**src/rtl/fifo_1r1w_hs_if.sv**
```systemverilog
// Producer/consumer handshake bundle for fifo_1r1w_hs; the slave modport is the FIFO side.
interface fifo_1r1w_hs_if #(
  parameter int DWIDTH = 32,
  parameter int DEPTH  = 32
);
  localparam int CWIDTH = $clog2(DEPTH + 1);

  logic              i_flush;
  logic              i_wvalid;
  logic              o_wready;
  logic [DWIDTH-1:0] i_wdata;
  logic              o_rvalid;
  logic              i_rready;
  logic [DWIDTH-1:0] o_rdata;
  logic [CWIDTH-1:0] o_count;
  logic              o_almost_full;
  logic              o_almost_empty;

  modport slave (
    input  i_flush, i_wvalid, i_wdata, i_rready,
    output o_wready, o_rvalid, o_rdata, o_count, o_almost_full, o_almost_empty
  );

  modport master (
    output i_flush, i_wvalid, i_wdata, i_rready,
    input  o_wready, o_rvalid, o_rdata, o_count, o_almost_full, o_almost_empty
  );
endinterface

```
**src/rtl/fifo_1r1w_hs.sv**
```systemverilog
// Synchronous valid/ready FIFO with an explicit occupancy count and a registered
// first-word-fall-through output stage fed from a RAM-style array.
module fifo_1r1w_hs #(
  parameter int DWIDTH        = 32,
  parameter int DEPTH         = 32,
  parameter int AFULL_THRESH  = DEPTH - 4,
  parameter int AEMPTY_THRESH = 4
) (
  input logic           i_clk,
  input logic           i_rst,
  fifo_1r1w_hs_if.slave bus
);
  localparam int CWIDTH = $clog2(DEPTH + 1);
  localparam int IWIDTH = $clog2(DEPTH);
  localparam logic [CWIDTH-1:0] DEPTH_C  = CWIDTH'(DEPTH);
  localparam logic [CWIDTH-1:0] AFULL_C  = CWIDTH'(AFULL_THRESH);
  localparam logic [CWIDTH-1:0] AEMPTY_C = CWIDTH'(AEMPTY_THRESH);
  localparam logic [IWIDTH-1:0] LAST_IDX = IWIDTH'(DEPTH - 1);

  logic [DWIDTH-1:0] mem [DEPTH];
  logic [IWIDTH-1:0] wr_idx_q, wr_idx_d;
  logic [IWIDTH-1:0] rd_idx_q, rd_idx_d;
  logic [CWIDTH-1:0] count_q, count_d;
  logic              rvalid_q, rvalid_d;
  logic [DWIDTH-1:0] rdata_q;
  logic              wready, push, pop, issue;

  function automatic logic [IWIDTH-1:0] next_idx(input logic [IWIDTH-1:0] idx);
    return (idx == LAST_IDX) ? '0 : idx + 1'b1;
  endfunction

  assign wready = !i_rst && !bus.i_flush && (count_q < DEPTH_C);
  assign push   = bus.i_wvalid && wready;
  assign pop    = rvalid_q && bus.i_rready;
  // The array holds count minus the word parked in the output register.
  assign issue  = !i_rst && !bus.i_flush && (count_q > CWIDTH'(rvalid_q))
                  && (!rvalid_q || bus.i_rready);

  always_comb begin
    // NOTE: every output gets a default first so no path leaves a latch behind.
    wr_idx_d = wr_idx_q;
    rd_idx_d = rd_idx_q;
    count_d  = count_q;
    rvalid_d = rvalid_q;
    if (bus.i_flush) begin
      wr_idx_d = '0;
      rd_idx_d = '0;
      count_d  = '0;
      rvalid_d = 1'b0;
    end else begin
      if (push)  wr_idx_d = next_idx(wr_idx_q);
      if (issue) rd_idx_d = next_idx(rd_idx_q);
      if (issue)    rvalid_d = 1'b1;
      else if (pop) rvalid_d = 1'b0;
      case ({push, pop})
        2'b10:   count_d = count_q + 1'b1;
        2'b01:   count_d = count_q - 1'b1;
        default: count_d = count_q;
      endcase
    end
  end

  always_ff @(posedge i_clk) begin
    // NOTE: non-blocking assignments so every register samples pre-edge values.
    if (i_rst) begin
      wr_idx_q <= '0;
      rd_idx_q <= '0;
      count_q  <= '0;
      rvalid_q <= 1'b0;
    end else begin
      wr_idx_q <= wr_idx_d;
      rd_idx_q <= rd_idx_d;
      count_q  <= count_d;
      rvalid_q <= rvalid_d;
    end
  end

  // NOTE: storage has no reset so it maps onto block RAM; count and valid qualify it.
  always_ff @(posedge i_clk) begin
    if (push) mem[wr_idx_q] <= bus.i_wdata;
  end

  always_ff @(posedge i_clk) begin
    if (i_rst)      rdata_q <= '0;
    else if (issue) rdata_q <= mem[rd_idx_q];
  end

  assign bus.o_wready       = wready;
  assign bus.o_rvalid       = rvalid_q;
  assign bus.o_rdata        = rdata_q;
  assign bus.o_count        = count_q;
  assign bus.o_almost_full  = (count_q >= AFULL_C);
  assign bus.o_almost_empty = (count_q <= AEMPTY_C);

`ifndef SYNTHESIS
  logic              stall_q;
  logic [DWIDTH-1:0] rdata_prev_q;

  always_ff @(posedge i_clk) begin
    stall_q      <= !i_rst && rvalid_q && !bus.i_rready;
    rdata_prev_q <= rdata_q;
    assert (AFULL_THRESH >= 1 && AFULL_THRESH <= DEPTH);
    assert (AEMPTY_THRESH >= 0 && AEMPTY_THRESH < DEPTH);
    if (!i_rst) begin
      assert (count_q <= DEPTH_C);
      assert (wr_idx_q <= LAST_IDX && rd_idx_q <= LAST_IDX);
      assert (!rvalid_q || count_q != '0);
      assert (!stall_q || rdata_q == rdata_prev_q);
    end
  end
`endif
endmodule

```
**src/flat_wrapper.sv**
```systemverilog
// flat-port wrapper written by rule: the top's interface ports become plain ports
module fifo_1r1w_hs_flat 
#(
  parameter int DWIDTH        = 32,
  parameter int DEPTH         = 32,
  parameter int AFULL_THRESH  = DEPTH - 4,
  parameter int AEMPTY_THRESH = 4
)
  (i_clk, i_rst, bus_i_flush, bus_i_wvalid, bus_i_wdata, bus_i_rready, bus_o_wready, bus_o_rvalid, bus_o_rdata, bus_o_count, bus_o_almost_full, bus_o_almost_empty);
  fifo_1r1w_hs_if #(.DWIDTH(DWIDTH), .DEPTH(DEPTH)) bus_i ();
  input logic i_clk;
  input logic i_rst;
  input wire logic [$bits(bus_i.i_flush)-1:0] bus_i_flush;
  input wire logic [$bits(bus_i.i_wvalid)-1:0] bus_i_wvalid;
  input wire logic [$bits(bus_i.i_wdata)-1:0] bus_i_wdata;
  input wire logic [$bits(bus_i.i_rready)-1:0] bus_i_rready;
  output wire logic [$bits(bus_i.o_wready)-1:0] bus_o_wready;
  output wire logic [$bits(bus_i.o_rvalid)-1:0] bus_o_rvalid;
  output wire logic [$bits(bus_i.o_rdata)-1:0] bus_o_rdata;
  output wire logic [$bits(bus_i.o_count)-1:0] bus_o_count;
  output wire logic [$bits(bus_i.o_almost_full)-1:0] bus_o_almost_full;
  output wire logic [$bits(bus_i.o_almost_empty)-1:0] bus_o_almost_empty;
  assign bus_i.i_flush = bus_i_flush;
  assign bus_i.i_wvalid = bus_i_wvalid;
  assign bus_i.i_wdata = bus_i_wdata;
  assign bus_i.i_rready = bus_i_rready;
  assign bus_o_wready = bus_i.o_wready;
  assign bus_o_rvalid = bus_i.o_rvalid;
  assign bus_o_rdata = bus_i.o_rdata;
  assign bus_o_count = bus_i.o_count;
  assign bus_o_almost_full = bus_i.o_almost_full;
  assign bus_o_almost_empty = bus_i.o_almost_empty;
  fifo_1r1w_hs #(.DWIDTH(DWIDTH), .DEPTH(DEPTH), .AFULL_THRESH(AFULL_THRESH), .AEMPTY_THRESH(AEMPTY_THRESH)) u_core (.i_clk(i_clk), .i_rst(i_rst), .bus(bus_i));
endmodule
```
**config.mk**
```make
export PLATFORM = sky130hd
export DESIGN_NAME = fifo_1r1w_hs_flat
export DESIGN_NICKNAME = d
export VERILOG_FILES = /design/src/rtl/fifo_1r1w_hs_if.sv /design/src/rtl/fifo_1r1w_hs.sv /design/src/flat_wrapper.sv
export SDC_FILE = /design/constraint.sdc
export NUM_CORES = 1
export LEC_CHECK = 0
export BUFFER_PORTS_ARGS = -buffer_cell sky130_fd_sc_hd__buf_2
export CORE_MARGIN = 5
export CORE_UTILIZATION = 45
export DETAILED_ROUTE_END_ITERATION = 16
export PLACE_DENSITY = 0.63
export SYNTH_ARGS = -nofsm -noshare
export SYNTH_HDL_FRONTEND = slang
export SYNTH_SLANG_ARGS = --single-unit
```
**constraint.sdc**
```tcl
create_clock -name i_clk -period 5 [get_ports i_clk]
set_input_delay 1.25 -clock i_clk [delete_from_list [all_inputs] [get_ports i_clk]]
set_output_delay 1.25 -clock i_clk [all_outputs]
set_load 0.05 [all_outputs]
```
Word level (Yosys, flattened, before mapping)
Memories as Yosys holds them, arrays and structs flattened. A register that Yosys moved wholly into a read port is not among the register bits.
Index checks and enable logic that the tools add are counted.

cells by class
  $add $sub $neg = 4
  muxes and demuxes = 7
  $lt $le $gt $ge = 4
  reductions and logical operators = 13
  equal/unequal tests = 4

operators by type and width
  cell                                                                    number
  6-bit one-hot mux with 2 select lines                                   1
  5-bit by 1-bit adder with 5-bit output (second input constant)          2
  5-bit == test (second input constant)                                   2
  5-bit two-way mux                                                       2
  6-bit by 1-bit adder with 6-bit output (second input constant)          1
  6-bit by 5-bit >= comparator with 1-bit output (second input constant)  1
  6-bit by 1-bit greater-than comparator with 1-bit output                1
  6-bit by 3-bit <= comparator with 1-bit output (second input constant)  1
  1-bit logical AND                                                       6
  6-bit less-than comparator (second input constant)                      1
  6-bit by 1-bit subtractor with 6-bit output (second input constant)     1
  1-bit two-way mux                                                       4
  2-bit nonzero test                                                      2
  1-bit logical NOT                                                       3
  2-bit by 1-bit == test with 1-bit output (second input constant)        1
  2-bit == test (second input constant)                                   1
  2-bit OR reduction                                                      1
  1-bit logical OR                                                        1

word-level totals
  flip-flop bits (word level) = 17
  memory bits (writable) = 1024
  output and inout port bits = 42
  memories kept = 1
  word-level logic and storage cells = 37
  input bits = 37

memories
  memory      depth  bits a word  read ports  clocked after memory_dff  write ports  line                source
  u_core.mem  32     32           1           1                         1            fifo_1r1w_hs.sv:20  logic [DWIDTH-1:0] mem [DEPTH];

Longest topological paths before layout
Gate-level depths: netlist of the first run.

  depth after elaboration = 6
  mapped depth = 14
  mapped depth without buffers = 11

Worst setup path before layout of the first run
OpenSTA, ideal clock, no wires.

  path type = input-to-reg
  from = input port i_rst
  to = memory u_core.mem[15][0] (enable)
  data arrival time = 5.344 ns
  data required time = 4.532 ns
  path buffers = 2
  setup slack = -0.811 ns
  library setup time = 0.468 ns
  cell stages on the path = 6
  cells stage by stage = clkbuf_1 -> or2_2 -> clkbuf_1 -> nor2_1 -> nand4_1 -> nor3b_1

between the ends
  word-level cells in the longest chain between the ends = 6

RTL lines
  what                                     line                source
  from (decl)                              flat_wrapper.sv:12  input logic i_rst;
  1-bit logical NOT                        fifo_1r1w_hs.sv:32  assign wready = !i_rst && !bus.i_flush && (count_q < DEPTH_C);
  1-bit logical AND (2 in a row)           fifo_1r1w_hs.sv:32
  net bus_o_wready                         flat_wrapper.sv:17  output wire logic [$bits(bus_i.o_wready)-1:0] bus_o_wready;
  1-bit logical AND                        fifo_1r1w_hs.sv:33  assign push = bus.i_wvalid && wready;
  1-bit two-way mux                        fifo_1r1w_hs.sv:80  if (push) mem[wr_idx_q] <= bus.i_wdata;
  1-bit two-way mux (implied by the code)  fifo_1r1w_hs.sv:80
  to (decl)                                fifo_1r1w_hs.sv:20

The timed path passes the listed nets, and every way through them passes these cells.

Worst setup path in the final report of the first run
  from = input port i_rst
  to = output port bus_o_wready

between the ends
  word-level cells in the longest chain between the ends = 3

RTL lines
  what                            line
  1-bit logical NOT               fifo_1r1w_hs.sv:32
  1-bit logical AND (2 in a row)  fifo_1r1w_hs.sv:32
  to (decl)                       flat_wrapper.sv:17

Every way passes these cells.

==> results.md, run 1 <==
* Leading area contributor after synthesis: edfxtp_1
* Switching power share of the total at 19.99%
* Post-synthesis cell area at 41820 um^2
* Multi-input logic area at 9523 um^2
* Combinational share of power at 1.8%
* Fin. Hold Viols at 0
* Layout Nets at 2537
* Unrepaired setup endpoints after global routing: false
* Synth area leaders: edfxtp_1 (74%), mux2i_1 (12%), a22oi_1 (4.6%)
* Lkg Pwr at 14.15 nW
* Via density at 5.793
* Final hold slack at 0.5003 ns
* Clock group share of total power at 43.5%
* Fin. max-slew vios at 0
* Placed cells at 3622
* Gr ovfl total at 0
* Worst Hold Class: reg2reg
* Power Internal at 14.39 mW
* Switch Pwr at 3.596 mW
* Detailed-router iteration count before antenna repair at 8
* Post-cts sizing count at 0
* Max FO, Critical Path at 15
* Starting density of the core at 45.48%
* Netlist cell types at 46
* Clk pin slew, worst setup/hold paths at 0.06 ns
* Sequential-to-total area share from yosys stat at 75.88%
* Num CTS Buffers at 108
* Post-CTS setup buffer count at 0
* Worst path required time at 3.75 ns
* Post-synth EDFFs at 1024
* Die ar. at 99120 um^2
* Fillers at 7438
* Worst path arrival time at 2.54 ns
* Post-DR wirelength/cell at 27.16 um
* Gate Count Post-Synth at 2379
* CTS Hold Bufs at 0
* CTS Sinks at 1073
* Synthesis Warnings at 0
* # IOs at 79
* Avg Inst Size Synth at 17.58 um^2
* CTS H-tree depth at 3
* Post-synth top cells: edfxtp_1 (1024), mux2i_1 (514), a22oi_1 (257)
* Cell with the most instances after synthesis: edfxtp_1
* Max clock buf depth at 3
* Top FF cell, synth: edfxtp_1
* Die Span X at 314.8 um
* Layout Skew at 0.02248 ns
* Actual slew at the worst max-slew pin at 1.133 ns
* Vias in the first global route at 21991
* Die Y at 314.8 um
* Post-Syn Nets at 2427
* First-pass GRT wire length at 150.7 mm
* DR iter-0 viols at 2246
* # DRC at 0
* Max Cap Viol at 0
* Power share of the sequential group at 54.8%
* #FFs+latches synth at 1073
* Initial antenna violation count at 16
* Clk_lat worst skew at 0.68 ns
* Post-DP HPWL at 64.09 mm
* P&R area growth vs syn at 13.65%
* Crit share post-route at 75.80%
* Final non-filler cell total at 3824
* Core area at 91940 um^2
* Post-synth ARST share at 0%
* Finish-stage setup viols at 0
* Routed wire length at 103.9 mm
* Status: complete, no violations
* Placer Congestion at 0.8402
* Pwr Density at 378.5 nW/um^2
* Placed inst area at 44050 um^2
* GRT Overall Usage at 20.66%
* Yosys top cell area share at 73.53%
* Row Count at 111
* Final Cell Area at 47520 um^2
* Largest net degree at the start of global routing at 82
* Tmin final at 3.790 ns
* Antenna-violating nets left at 0
* Max Freq at 263.8 MHz
* Seq. cell area at 31730 um^2
* Clk Tree Root Cell: clkbuf_16
* Share of post-route cells with drive strength above 1 at 13.88%
* Crit path capture type: output pin
* Critical Path Start Type: primary input
* Buffers on Ports at 78
* Vias post-DR at 22154
* CTS tree: done
* Max IR drop VDD at 0.0003242 V
* Rel. slew slack at 24.46%
* Worst Path Class, Setup: in2out
[per-stage QoR]
stage	power [mW]	setup TNS, ns	setup slack (ns)	util [%]
2_1_floorplan	10.15	-70.77	-0.8115	-
3_3_place_gp	10.35	0	0.7884	47.91
3_5_place_dp	10.36	0	0.7161	47.91
4_1_cts	18.12	0	1.206	51.68
5_1_grt	18.51	0	1.136	51.68
6_report	17.99	0	1.210	51.69
[power by group through the flow]
| stage | clock [mW] | combinational (mW) | sequential (mW) |
|---|---|---|---|
| final | 7.82 | 0.315 | 9.86 |
| after global routing | 8.33 | 0.335 | 9.85 |
| after CTS | 7.94 | 0.316 | 9.86 |
| after detailed placement | 0 | 0.316 | 10.0 |
| after global placement | 0 | 0.305 | 10.0 |
| after floorplan | 0 | 0.0814 | 10.1 |
[logic make-up (layout without fill, tap and decap cells)]
group           after synthesis  after routing  synth area share, %
fa+ha+maj                    11             11               0.3291
xor+xnor                      3              3              0.06285
compound gates              450            450                7.190
other cells                   0              2                    0
simple gates                173            173                2.208
flops                      1073           1073                75.88
buf+inv                     155            355                2.026
mux                         514            514                12.30
[routing by layer]
layer | global-route usage [%] | wire (um) | part of all wire [%] | up-vias
met1 | 29.22 | 44260 | 43 | 11374
met3 | 5.476 | 9243 | 8.9 | 124
met4 | 4.429 | 1791 | 1.7 | 2
met2 | 32.66 | 48570 | 47 | 871
li1 | - | - | - | 9783
met5 | 0 | 7 | 0.0067 | -
[final timing paths]
path / from / to / slack (ns) / cells after the start
max: i_rst / bus_o_wready / 1.21 / 4
min: u_core.bus.o_rdata[26]$_SDFFE_PP0P_ / u_core.bus.o_rdata[26]$_SDFFE_PP0P_ / 0.50 / 2
max reg2reg: u_core.rd_idx_q[0]$_SDFFE_PP0P_ / u_core.bus.o_rdata[14]$_SDFFE_PP0P_ / 1.51 / 6
min reg2reg: u_core.bus.o_rdata[26]$_SDFFE_PP0P_ / u_core.bus.o_rdata[26]$_SDFFE_PP0P_ / 0.50 / 2
[registers in the layout (all words and copies together), names as in the netlist]
| name | count |
|---|---|
| u_core.bus.o_rvalid | 1 |
| u_core.rd_idx_q | 5 |
| u_core.bus.o_rdata | 32 |
| u_core.wr_idx_q | 5 |
| u_core.bus.o_count | 6 |
| u_core.mem | 1024 |
[layout make-up]
| class | count | area share [%] |
|---|---|---|
| Multi-Input combinational cell | 1151 | 20.04 |
| Clock buffer | 133 | 6.019 |
| Timing Repair Buffer | 149 | 2.549 |
| Antenna cell | 2 | 0.01053 |
| Clock inverter | 67 | 1.287 |
| Tap cell | 1243 | 3.273 |
| Sequential cell | 1073 | 66.78 |
| Inverter | 6 | 0.04739 |
[cells in the final DEF, fill, tap and decap left out, types with 3 or more instances in the layout]
cell type / n
edfxtp_1: 1024
mux2i_1: 514
a22oi_1: 257
a21oi_1: 142
clkbuf_16: 111
buf_2: 78
buf_4: 48
dfxtp_1: 48
nor2_1: 42
or4_1: 34
a211oi_1: 32
nor2_4: 28
clkinv_2: 25
buf_12: 23
clkbuf_1: 22
clkinv_1: 21
nand2_1: 20
ha_1: 11
o21ai_0: 9
bufinv_16: 8
clkinvlp_4: 6
inv_1: 5
or3_1: 5
or2_2: 4
nand3_1: 4
xor2_1: 3
nand3b_1: 3
nor3_4: 3
nand2b_1: 3
and3b_1: 3
[worst max-delay path, cell delays in order]
cell,delay [ns]
buf_2,0.16
or2_2,0.50
nor2_1,0.29
buf_2,0.33
Power figures use the tool's default switching activity.
==> run 2, diff against run 1 <==
==> constraint.sdc (replaced) <==
create_clock -name i_clk -period 3.25 [get_ports i_clk]
set_input_delay 0.8125 -clock i_clk [delete_from_list [all_inputs] [get_ports i_clk]]
set_output_delay 0.8125 -clock i_clk [all_outputs]
set_load 0.05 [all_outputs]
==> run 2 against run 1 <==
  * Global-route usage shrank 0.19 points
  * Register-to-register slack lost 1.0 ns
  * Clock power grew 56%
  * Worst hold slack lost 0.0094 ns
  * Power grew 55%
  * Combinational power grew 43%
  * Sequential share of layout area shrank 1.2 points
  * First-iteration DRC count grew 2.6%
  * Sequential power grew 54%
  * Wire length shrank 1.3%
  * Clock-buffer cell count grew 14
==> results.md, run 2 (same netlist as run 1, synthesis figures left out) <==
* Status: complete, no violations
* Post-cts sizing count at 0
* Pwr Density at 576.0 nW/um^2
* Final non-filler cell total at 3892
* DR iter-0 viols at 2305
* Actual slew at the worst max-slew pin at 0.9209 ns
* CTS H-tree depth at 3
* Hold path cells at 3
* Slowest cell on the critical path: buf_2
* HP Start: bus_i_rready
* Routed wire length at 102.5 mm
* Layout Skew at 0.02111 ns
* Vias post-DR at 22555
* Tmin final at 2.785 ns
* Flop-to-flop setup slack at 0.48 ns
* Max Cap Viol at 0
* Die Span X at 314.8 um
* Largest net degree at the start of global routing at 82
* Post-DP HPWL at 59.70 mm
* Max Freq at 359.0 MHz
* Worst Hold Class: in2reg
* Core area at 91940 um^2
* Fin. max-slew vios at 0
* Critical-path cell list: buf_2 > or2_4 > buf_4 > nor2_4 > buf_2
* Post-CTS setup buffer count at 0
* Layout Nets at 2605
* Core Util, Final at 52.61%
* Gr ovfl total at 0
* R2R cell count at 6
* Max FO, Critical Path at 14
* # diodes at 0
* First-pass GRT wire length at 151.9 mm
* Power Internal at 22.43 mW
* Switch Pwr at 5.430 mW
* Clock group share of total power at 44.0%
* Buffers on Ports at 78
* Initial antenna violation count at 8
* # IOs at 79
* P&R area growth vs syn at 15.67%
* Post-DR wirelength/cell at 26.35 um
* Number of flip-flops in the largest register at 1024
* CTS tree: done
* Worst path required time at 2.44 ns
* Fin. Hold Viols at 0
* Largest register by flop count: u_core.mem
* Clk Tree Root Cell: clkbuf_16
* Clk_lat worst skew at 0.67 ns
* # DRC at 0
* Worst path arrival time at 1.97 ns
* Critical Path Start Type: primary input
* Antenna-violating nets left at 0
* CTS Sinks at 1073
* Most frequent cells in the layout: edfxtp_1 (1024), mux2i_1 (514), a22oi_1 (257)
* Final hold slack at 0.4909 ns
* Placed cells at 3691
* Crit share post-route at 85.71%
* Detailed-router iteration count before antenna repair at 5
* Via density at 5.795
* Lkg Pwr at 14.59 nW
* Finish-stage setup viols at 0
* Share of post-route cells with drive strength above 1 at 16.16%
* Critical Path Most Common Cell: buf_2
* Die ar. at 99120 um^2
* Crit path capture type: output pin
* GRT Overall Usage at 20.48%
* Starting density of the core at 45.48%
* Row Count at 111
* Worst Path Class, Setup: in2out
* CTS Hold Bufs at 0
* R2R Path End: u_core.bus.o_rdata[1]$_SDFFE_PP0P_
* Vias in the first global route at 22954
* Max clock buf depth at 3
* Rel. slew slack at 38.46%
* Worst Hold Endpoint: u_core.bus.o_rvalid$_SDFFE_PP0P_
* Reg-to-Reg Start: u_core.rd_idx_q[1]$_SDFFE_PP0P_
* Clk pin slew, worst setup/hold paths at 0.06 ns
* Combinational share of power at 1.6%
* Max IR drop VDD at 0.0005158 V
* Power share of the sequential group at 54.4%
* Unrepaired setup endpoints after global routing: false
* Die Y at 314.8 um
* Most common cell after layout, fill and taps aside: edfxtp_1
* Max incr delay on CP at 0.31 ns
* Num CTS Buffers at 107
* Placer Congestion at 0.8228
* Switching power share of the total at 19.49%
-- run 2: cell count changes in the layout (fill, tap and decap cells not counted), moves of 3 or more --
cell,previous run,this run
buf_4,48,96
buf_12,23,44
clkbuf_1,22,31
clkbuf_8,0,8
clkinv_1,21,13
clkinv_2,25,18
bufinv_16,8,11
clkbuf_16,111,108
-- run 2: per-stage QoR --
step	setup TNS (ns)	worst slack, ns	total power [mW]	instance area [um^2]
3_3_place_gp	0	0.08255	15.89	44860
3_5_place_dp	0	0.09985	15.91	44860
2_1_floorplan	-302.03	-0.3886	15.61	41910
4_1_cts	0	0.4388	28.06	48370
6_report	0	0.4645	27.86	48370
5_1_grt	0	0.3630	28.69	48370
-- run 2: area by class of cell --
class | count | area (um^2)
fill | 7318 | 43570
sequential | 1073 | 31730
multi-input combinational | 1151 | 9552
clock buffer | 147 | 2929
timing repair buffer | 218 | 1992
tap | 1243 | 1555
clock inverter | 54 | 584.3
inverter | 6 | 22.52
-- run 2: power by group through the flow --
| stage | combinational (mW) | sequential [mW] | clock (mW) |
|---|---|---|---|
| CTS | 0.459 | 15.2 | 12.4 |
| floorplan | 0.129 | 15.5 | 0 |
| global placement | 0.440 | 15.5 | 0 |
| detailed placement | 0.457 | 15.5 | 0 |
| finish | 0.451 | 15.2 | 12.2 |
| global route | 0.492 | 15.2 | 13.0 |
-- run 2: critical path, delay by kind of cell --
family,cells,cell delay [ns]
buffers and inverters,3,0.70
and+or+nand+nor,2,0.46
-- run 2: worst max path at each step --
stage               start                            endpoint  slack (ns)  cells past startpoint
finish              i_rst                        bus_o_wready        0.46                      5
detailed placement  i_rst  u_core.bus.o_count[3]$_SDFFE_PP0P_         0.1                     11
global placement    i_rst  u_core.bus.o_count[4]$_SDFFE_PP0P_        0.08                     12
global route        i_rst                        bus_o_wready        0.36                      5
CTS                 i_rst                        bus_o_wready        0.44                      5
floorplan           i_rst         u_core.mem[29][0]$_DFFE_PP_       -0.39                      6
-- run 2: layer usage --
layer	vias to the layer above	wire (um)	track usage [%]
li1	9940	-	-
met1	11724	44880	29.53
met2	769	49340	33.44
met3	120	6407	2.899
met4	2	1901	4.792
met5	-	13	0
